<file path="config.mk">
export PLATFORM = sky130hd
export DESIGN_NAME = window_buffer_15x15
export DESIGN_NICKNAME = d
export VERILOG_FILES = /design/src/rtl/window_buffer_15x15.sv
export SDC_FILE = /design/constraint.sdc
export NUM_CORES = 1
export LEC_CHECK = 0
export CAP_MARGIN = 40
export CORE_AREA = 2 2 572 574
export CTS_BUF_LIST = sky130_fd_sc_hd__clkbuf_4 sky130_fd_sc_hd__clkbuf_8 sky130_fd_sc_hd__clkbuf_16
export DETAILED_ROUTE_END_ITERATION = 8
export DIE_AREA = 0 0 574 576
export HOLD_SLACK_MARGIN = 0.03
export PLACE_DENSITY = 0.47
export SLEW_MARGIN = 20
export SYNTH_ARGS = -nofsm -noshare
export SYNTH_HDL_FRONTEND = slang
export SYNTH_SLANG_ARGS = --single-unit
</file>
<file path="constraint.sdc">
create_clock -name clk -period 1.5 [get_ports clk]
set_input_delay 0.3 -clock clk [delete_from_list [all_inputs] [get_ports clk]]
set_output_delay 0.3 -clock clk [all_outputs]
set_load 0.02 [all_outputs]
</file>
<file path="src/rtl/window_buffer_15x15.sv">
// Sliding 15x15 pixel window fed one 15-pixel column per valid cycle; exposes the inner
// 13x13 pixels row-major and flags complete windows and the last window of each frame.
module window_buffer_15x15 #(
    parameter int COLS = 17,
    parameter int ROWS = 17
) (
    input  logic       clk,
    input  logic       rst,
    input  logic       done_i,
    input  logic [7:0] S1_i, S2_i, S3_i, S4_i, S5_i, S6_i, S7_i, S8_i,
    input  logic [7:0] S9_i, S10_i, S11_i, S12_i, S13_i, S14_i, S15_i,
    output logic [7:0] S1_o, S2_o, S3_o, S4_o, S5_o, S6_o, S7_o, S8_o, S9_o, S10_o, S11_o, S12_o, S13_o,
    output logic [7:0] S14_o, S15_o, S16_o, S17_o, S18_o, S19_o, S20_o, S21_o, S22_o, S23_o, S24_o, S25_o, S26_o,
    output logic [7:0] S27_o, S28_o, S29_o, S30_o, S31_o, S32_o, S33_o, S34_o, S35_o, S36_o, S37_o, S38_o, S39_o,
    output logic [7:0] S40_o, S41_o, S42_o, S43_o, S44_o, S45_o, S46_o, S47_o, S48_o, S49_o, S50_o, S51_o, S52_o,
    output logic [7:0] S53_o, S54_o, S55_o, S56_o, S57_o, S58_o, S59_o, S60_o, S61_o, S62_o, S63_o, S64_o, S65_o,
    output logic [7:0] S66_o, S67_o, S68_o, S69_o, S70_o, S71_o, S72_o, S73_o, S74_o, S75_o, S76_o, S77_o, S78_o,
    output logic [7:0] S79_o, S80_o, S81_o, S82_o, S83_o, S84_o, S85_o, S86_o, S87_o, S88_o, S89_o, S90_o, S91_o,
    output logic [7:0] S92_o, S93_o, S94_o, S95_o, S96_o, S97_o, S98_o, S99_o, S100_o, S101_o, S102_o, S103_o, S104_o,
    output logic [7:0] S105_o, S106_o, S107_o, S108_o, S109_o, S110_o, S111_o, S112_o, S113_o, S114_o, S115_o, S116_o, S117_o,
    output logic [7:0] S118_o, S119_o, S120_o, S121_o, S122_o, S123_o, S124_o, S125_o, S126_o, S127_o, S128_o, S129_o, S130_o,
    output logic [7:0] S131_o, S132_o, S133_o, S134_o, S135_o, S136_o, S137_o, S138_o, S139_o, S140_o, S141_o, S142_o, S143_o,
    output logic [7:0] S144_o, S145_o, S146_o, S147_o, S148_o, S149_o, S150_o, S151_o, S152_o, S153_o, S154_o, S155_o, S156_o,
    output logic [7:0] S157_o, S158_o, S159_o, S160_o, S161_o, S162_o, S163_o, S164_o, S165_o, S166_o, S167_o, S168_o, S169_o,
    output logic       done_o,
    output logic       progress_done_o
);
    localparam int DATA_W = 8;
    localparam int CW     = $clog2(COLS);
    localparam int RW     = $clog2(ROWS - 13);

    logic [DATA_W-1:0] col_in [15];
    logic [DATA_W-1:0] win_q  [15][15];
    logic [DATA_W-1:0] win_d  [15][15];
    logic [CW-1:0]     col_cnt_q, col_cnt_d;
    logic [RW-1:0]     row_cnt_q, row_cnt_d;
    logic              done_q, done_d;
    logic              prog_q, prog_d;
    logic              last_col, last_row;

    assign col_in[0]  = S1_i;  assign col_in[1]  = S2_i;  assign col_in[2]  = S3_i;
    assign col_in[3]  = S4_i;  assign col_in[4]  = S5_i;  assign col_in[5]  = S6_i;
    assign col_in[6]  = S7_i;  assign col_in[7]  = S8_i;  assign col_in[8]  = S9_i;
    assign col_in[9]  = S10_i; assign col_in[10] = S11_i; assign col_in[11] = S12_i;
    assign col_in[12] = S13_i; assign col_in[13] = S14_i; assign col_in[14] = S15_i;

    assign last_col = (col_cnt_q == CW'(COLS - 1));
    assign last_row = (row_cnt_q == RW'(ROWS - 15));

    always_comb begin
        win_d     = win_q;
        col_cnt_d = col_cnt_q;
        row_cnt_d = row_cnt_q;
        done_d    = 1'b0;
        prog_d    = 1'b0;
        if (done_i) begin
            for (int r = 0; r < 15; r++) begin
                for (int c = 0; c < 14; c++) begin
                    win_d[r][c] = win_q[r][c+1];
                end
                win_d[r][14] = col_in[r];
            end
            // A window is complete once the accepted column is at least the 15th of its row.
            done_d = (col_cnt_q >= CW'(14));
            prog_d = last_col && last_row;
            if (last_col) begin
                col_cnt_d = '0;
                row_cnt_d = last_row ? '0 : row_cnt_q + 1'b1;
            end else begin
                col_cnt_d = col_cnt_q + 1'b1;
            end
        end
    end

    always_ff @(posedge clk or negedge rst) begin
        if (!rst) begin
            for (int r = 0; r < 15; r++) begin
                for (int c = 0; c < 15; c++) begin
                    win_q[r][c] <= '0;
                end
            end
            col_cnt_q <= '0;
            row_cnt_q <= '0;
            done_q    <= 1'b0;
            prog_q    <= 1'b0;
        end else begin
            win_q     <= win_d;
            col_cnt_q <= col_cnt_d;
            row_cnt_q <= row_cnt_d;
            done_q    <= done_d;
            prog_q    <= prog_d;
        end
    end

    assign done_o          = done_q;
    assign progress_done_o = prog_q;

    // Inner 13x13: border rows 0/14 and columns 0/14 stay internal.
    assign S1_o   = win_q[1][1];   assign S2_o   = win_q[1][2];   assign S3_o   = win_q[1][3];   assign S4_o   = win_q[1][4];   assign S5_o   = win_q[1][5];
    assign S6_o   = win_q[1][6];   assign S7_o   = win_q[1][7];   assign S8_o   = win_q[1][8];   assign S9_o   = win_q[1][9];   assign S10_o  = win_q[1][10];
    assign S11_o  = win_q[1][11];  assign S12_o  = win_q[1][12];  assign S13_o  = win_q[1][13];
    assign S14_o  = win_q[2][1];   assign S15_o  = win_q[2][2];   assign S16_o  = win_q[2][3];   assign S17_o  = win_q[2][4];   assign S18_o  = win_q[2][5];
    assign S19_o  = win_q[2][6];   assign S20_o  = win_q[2][7];   assign S21_o  = win_q[2][8];   assign S22_o  = win_q[2][9];   assign S23_o  = win_q[2][10];
    assign S24_o  = win_q[2][11];  assign S25_o  = win_q[2][12];  assign S26_o  = win_q[2][13];
    assign S27_o  = win_q[3][1];   assign S28_o  = win_q[3][2];   assign S29_o  = win_q[3][3];   assign S30_o  = win_q[3][4];   assign S31_o  = win_q[3][5];
    assign S32_o  = win_q[3][6];   assign S33_o  = win_q[3][7];   assign S34_o  = win_q[3][8];   assign S35_o  = win_q[3][9];   assign S36_o  = win_q[3][10];
    assign S37_o  = win_q[3][11];  assign S38_o  = win_q[3][12];  assign S39_o  = win_q[3][13];
    assign S40_o  = win_q[4][1];   assign S41_o  = win_q[4][2];   assign S42_o  = win_q[4][3];   assign S43_o  = win_q[4][4];   assign S44_o  = win_q[4][5];
    assign S45_o  = win_q[4][6];   assign S46_o  = win_q[4][7];   assign S47_o  = win_q[4][8];   assign S48_o  = win_q[4][9];   assign S49_o  = win_q[4][10];
    assign S50_o  = win_q[4][11];  assign S51_o  = win_q[4][12];  assign S52_o  = win_q[4][13];
    assign S53_o  = win_q[5][1];   assign S54_o  = win_q[5][2];   assign S55_o  = win_q[5][3];   assign S56_o  = win_q[5][4];   assign S57_o  = win_q[5][5];
    assign S58_o  = win_q[5][6];   assign S59_o  = win_q[5][7];   assign S60_o  = win_q[5][8];   assign S61_o  = win_q[5][9];   assign S62_o  = win_q[5][10];
    assign S63_o  = win_q[5][11];  assign S64_o  = win_q[5][12];  assign S65_o  = win_q[5][13];
    assign S66_o  = win_q[6][1];   assign S67_o  = win_q[6][2];   assign S68_o  = win_q[6][3];   assign S69_o  = win_q[6][4];   assign S70_o  = win_q[6][5];
    assign S71_o  = win_q[6][6];   assign S72_o  = win_q[6][7];   assign S73_o  = win_q[6][8];   assign S74_o  = win_q[6][9];   assign S75_o  = win_q[6][10];
    assign S76_o  = win_q[6][11];  assign S77_o  = win_q[6][12];  assign S78_o  = win_q[6][13];
    assign S79_o  = win_q[7][1];   assign S80_o  = win_q[7][2];   assign S81_o  = win_q[7][3];   assign S82_o  = win_q[7][4];   assign S83_o  = win_q[7][5];
    assign S84_o  = win_q[7][6];   assign S85_o  = win_q[7][7];   assign S86_o  = win_q[7][8];   assign S87_o  = win_q[7][9];   assign S88_o  = win_q[7][10];
    assign S89_o  = win_q[7][11];  assign S90_o  = win_q[7][12];  assign S91_o  = win_q[7][13];
    assign S92_o  = win_q[8][1];   assign S93_o  = win_q[8][2];   assign S94_o  = win_q[8][3];   assign S95_o  = win_q[8][4];   assign S96_o  = win_q[8][5];
    assign S97_o  = win_q[8][6];   assign S98_o  = win_q[8][7];   assign S99_o  = win_q[8][8];   assign S100_o = win_q[8][9];   assign S101_o = win_q[8][10];
    assign S102_o = win_q[8][11];  assign S103_o = win_q[8][12];  assign S104_o = win_q[8][13];
    assign S105_o = win_q[9][1];   assign S106_o = win_q[9][2];   assign S107_o = win_q[9][3];   assign S108_o = win_q[9][4];   assign S109_o = win_q[9][5];
    assign S110_o = win_q[9][6];   assign S111_o = win_q[9][7];   assign S112_o = win_q[9][8];   assign S113_o = win_q[9][9];   assign S114_o = win_q[9][10];
    assign S115_o = win_q[9][11];  assign S116_o = win_q[9][12];  assign S117_o = win_q[9][13];
    assign S118_o = win_q[10][1];  assign S119_o = win_q[10][2];  assign S120_o = win_q[10][3];  assign S121_o = win_q[10][4];  assign S122_o = win_q[10][5];
    assign S123_o = win_q[10][6];  assign S124_o = win_q[10][7];  assign S125_o = win_q[10][8];  assign S126_o = win_q[10][9];  assign S127_o = win_q[10][10];
    assign S128_o = win_q[10][11]; assign S129_o = win_q[10][12]; assign S130_o = win_q[10][13];
    assign S131_o = win_q[11][1];  assign S132_o = win_q[11][2];  assign S133_o = win_q[11][3];  assign S134_o = win_q[11][4];  assign S135_o = win_q[11][5];
    assign S136_o = win_q[11][6];  assign S137_o = win_q[11][7];  assign S138_o = win_q[11][8];  assign S139_o = win_q[11][9];  assign S140_o = win_q[11][10];
    assign S141_o = win_q[11][11]; assign S142_o = win_q[11][12]; assign S143_o = win_q[11][13];
    assign S144_o = win_q[12][1];  assign S145_o = win_q[12][2];  assign S146_o = win_q[12][3];  assign S147_o = win_q[12][4];  assign S148_o = win_q[12][5];
    assign S149_o = win_q[12][6];  assign S150_o = win_q[12][7];  assign S151_o = win_q[12][8];  assign S152_o = win_q[12][9];  assign S153_o = win_q[12][10];
    assign S154_o = win_q[12][11]; assign S155_o = win_q[12][12]; assign S156_o = win_q[12][13];
    assign S157_o = win_q[13][1];  assign S158_o = win_q[13][2];  assign S159_o = win_q[13][3];  assign S160_o = win_q[13][4];  assign S161_o = win_q[13][5];
    assign S162_o = win_q[13][6];  assign S163_o = win_q[13][7];  assign S164_o = win_q[13][8];  assign S165_o = win_q[13][9];  assign S166_o = win_q[13][10];
    assign S167_o = win_q[13][11]; assign S168_o = win_q[13][12]; assign S169_o = win_q[13][13];

endmodule

</file>
==> summary.md <==
| Metric | Value |
|---|---|
| DRC Markers | 0 |
| Power Density | roughly 2200 mW/mm^2 |
| Main combinational cell family by area after synthesis | multiplexers |
| Final Wtd Congestion | 0.805 |
| Final worst setup slack | -295 ps |
| Post-synth EDFFs | 0 |
| Worst Hold Path EP | win_q[364] |
| Mux share of post-synthesis cell area | 0.253 |
| Largest net degree at the start of global routing | 95 |
| Post-Synth XOR/XNOR Area | 0.000404 |
| Ranking of synthesized cells by area | dfrtp_1, mux2_2, buf_4, buf_6, buf_2 |
| Final Hold Viols | 0 |
| Clock Skews | around 57 ps |
| Syn Inst Count | approximately 4500 |
| Int Power | 131000 uW |
| Initial antenna violation count | 12 |
| Distinct cells, synth | 22 |
| Core area | 0.325 mm^2 |
| Via count | between 30000 and 40000 |
| Max Cap Viol | 0 |
| Most common cell in the netlist | dfrtp_1 |
| Remaining Overflow, GRT | 0 |
| Asr flop ratio synth | 1.00 |
| Vias in the first global route | approximately 39000 |
| Skew-Pair Late Insertion Delay | 840 ps |
| Outcome | finished with violations |
| Layout area overhead | 40.4% |
| Synth top area share | 0.564 |
| Input/output buffers | around 1500 |
| Post-DRT Antenna Nets | 0 |
| Hold path cells | 2 |
| Share of cells above drive strength 1 | 0.730 |
| Reg2reg path depth | 5 |
| Clock root cell | clkbuf_16 |
| CTS sink cnt | 1465 |
| WP data arrival | 1500 ps |
| Flop-to-flop setup slack | -50 ps |
| Die W | 574 um |
| YS warnings | 0 |
| Die H | approximately 580 um |
| FF-to-FF End | row_cnt_q[0] |
| Minimum clock period | approximately 1800 ps |
| Sequential area share after synthesis | 0.564 |
| RR Startpoint | col_cnt_q[0] |
| Max Transition Viols Final | 0 |
| Dpl ws | -217 ps |
| Sequential power share | 0.334 |
| Initial core utilization | 0.200 |
| Beginning of the critical path | S135_o[2] |
| DRT Pass-1 Iters | 5 |
| Fmax | about 560 MHz |
| CTS tree | done |
| P_sw | between 70000 and 80000 uW |
| Logic pwr share | 0.445 |
| Crit path launch type | register |
| Crit path max-delay cell type | dfrtp_2 |
| H-tree levels | 4 |
| Worst hold start | S12_i[4] |
| Pleak | roughly 0.04 uW |
| Nets@finish | 5816 |
| Final Setup Violations | around 1500 |
| Failing checks | negative setup slack |
| Tot Pwr | between 200000 and 250000 uW |
| Clock share of power | 0.221 |
| IO Pins | around 1500 |
| Via density | between 3 and 4 |
| CP Class | reg2out |
| FP Rows | 210 |
| Setup_tns | -210410 ps |
| Syn nets | approximately 4600 |
| Syn avg cell area | roughly 15 um^2 |
| Clock transition at path regs | 60 ps |
| All-layer global routing usage | 0.121 |
| Design area | 0.0912 mm^2 |
| DPL Wire Length | about 160000 um |
| Final wirelength | around 210000 um |
| CP top delay family | flip-flops |
| Adder-cell area share of the yosys netlist | 0.000578 |
| Unrepaired setup endpoints after global routing | yes |
| Biggest area consumer among synthesized cells | dfrtp_1 |
| Critical path cell sequence | buf_6 |
| CP max stage delay | ~490 ps |
| CTS Buf Count | between 150 and 200 |
| First-pass GRT wire length | between 200000 and 300000 um |
| Post-Synth Simple-Gate Area | 0.00112 |
| Peak fanout along the critical path | 2 |
| Iter 0 DRT Violations | about 1200 |
| CP Capture Type | primary output |
| Mapped Area | 0.0650 mm^2 |
| WP data required | approximately 1200 ps |
| Placed cell area | around 0.077 mm^2 |
| Relative slew slack | 0.603 |
| Max FFs per register | about 100 |
| Sw Share | 0.361 |
| Top_reg_cell synth | dfrtp_1 |
| Synth Register Bits | 1465 |
| Avg WL per Cell | between 20 and 25 um |
| Slew of the pin with the lowest slew margin | roughly 600 ps |
| Worst vdd ir | between 0.001 and 0.0015 V |
| Tcrit/Tclk final | 1.20 |
| CP bufs+invs | 1 |
| Synth Area in Compound Gates | 0.000424 |
| Worst Hold Class | in2reg |
| Full die area | roughly 0.33 mm^2 |
| Most flop-heavy register | win_q |
| Clk buf depth | 4 |
| Post-synth top cells | dfrtp_1, mux2_2, buf_4 |
==> power groups by stage <==
stage	Clock, uW	Sequential, uW	Combinational (uW)
2_1_floorplan	0	61600	53600
3_3_place_gp	0	67600	76700
3_5_place_dp	0	68200	76700
4_1_cts	46600	67500	79600
5_1_grt	48300	70100	95200
6_report	45100	68300	90900
==> worst max-delay path by stage <==
stage,cells past startpoint,slack [ps],endpoint
3_5_place_dp,4,-220,S73_o[0]
6_report,1,-300,S135_o[2]
2_1_floorplan,5,20,row_cnt_q[0]
4_1_cts,1,-510,S135_o[2]
5_1_grt,1,-450,S135_o[2]
3_3_place_gp,4,-190,S101_o[6]
==> metrics by stage <==
step | std cells | util | hold WS, ps
2_1_floorplan | 4464 | - | 4.41
3_3_place_gp | 9102 | 0.238 | 431
3_5_place_dp | 9102 | 0.238 | 427
4_1_cts | 9850 | 0.267 | 31.5
5_1_grt | 10200 | 0.280 | 57.6
6_report | 10200 | 0.280 | 139
==> metal layers <==
| layer | global-route usage | part of all wire | up-vias |
|---|---|---|---|
| met4 | 0.0266 | 0.020 | 0 |
| met2 | 0.213 | 0.51 | 1165 |
| met1 | 0.136 | 0.39 | 18900 |
| met5 | 0 | 0 | - |
| li1 | - | - | 16300 |
| met3 | 0.0464 | 0.088 | 239 |
==> kinds of logic (layout without fill, tap and decap cells) <==
group,after synthesis,after routing
flip-flops,1465,1465
adder cells (fa/ha/maj),3,3
multiplexers,1459,1459
buffers and inverters,1517,2879
other,0,11
AO/OA/AOI/OAI,4,4
XOR/XNOR,3,3
AND/OR/NAND/NOR,13,13
==> cell type report <==
type	count	area [um^2]
Antenna cell	11	27.5
Clock buffer	247	5210
Clock inverter	68	968
Fill cell	33300	234000
Inverter	2	7.51
Multi-Input combinational cell	1482	16600
Sequential cell	1465	36800
Tap cell	4346	5440
Timing Repair Buffer	2562	26200
==> cells in the final DEF (no fill, tap or decap), types with 3 or more instances in the layout <==
cell type and instances:
mux2_2 1458, dfrtp_1 1369, buf_6 1285, buf_4 961, clkbuf_16 177, buf_12 131
clkdlybuf4s50_1 104, dfrtp_2 96, dlygate4sd3_1 77, clkbuf_8 41, clkbuf_4 29, clkinv_2 27
bufinv_16 15, diode_2 11, clkinvlp_4 10, clkinv_16 6, nor2_1 4, nand2_1 3
ha_1 3, inv_6 3
==> repair_timing <==
action,in CTS,in global routing
pin swaps,0,0
hold endpoints to repair,1483,0
resized for setup,4373,3808
buffers inserted,356,322
hold buffers,77,0
setup endpoints to repair,1356,1474
Note: power is estimated with default switching activity, not from simulation.
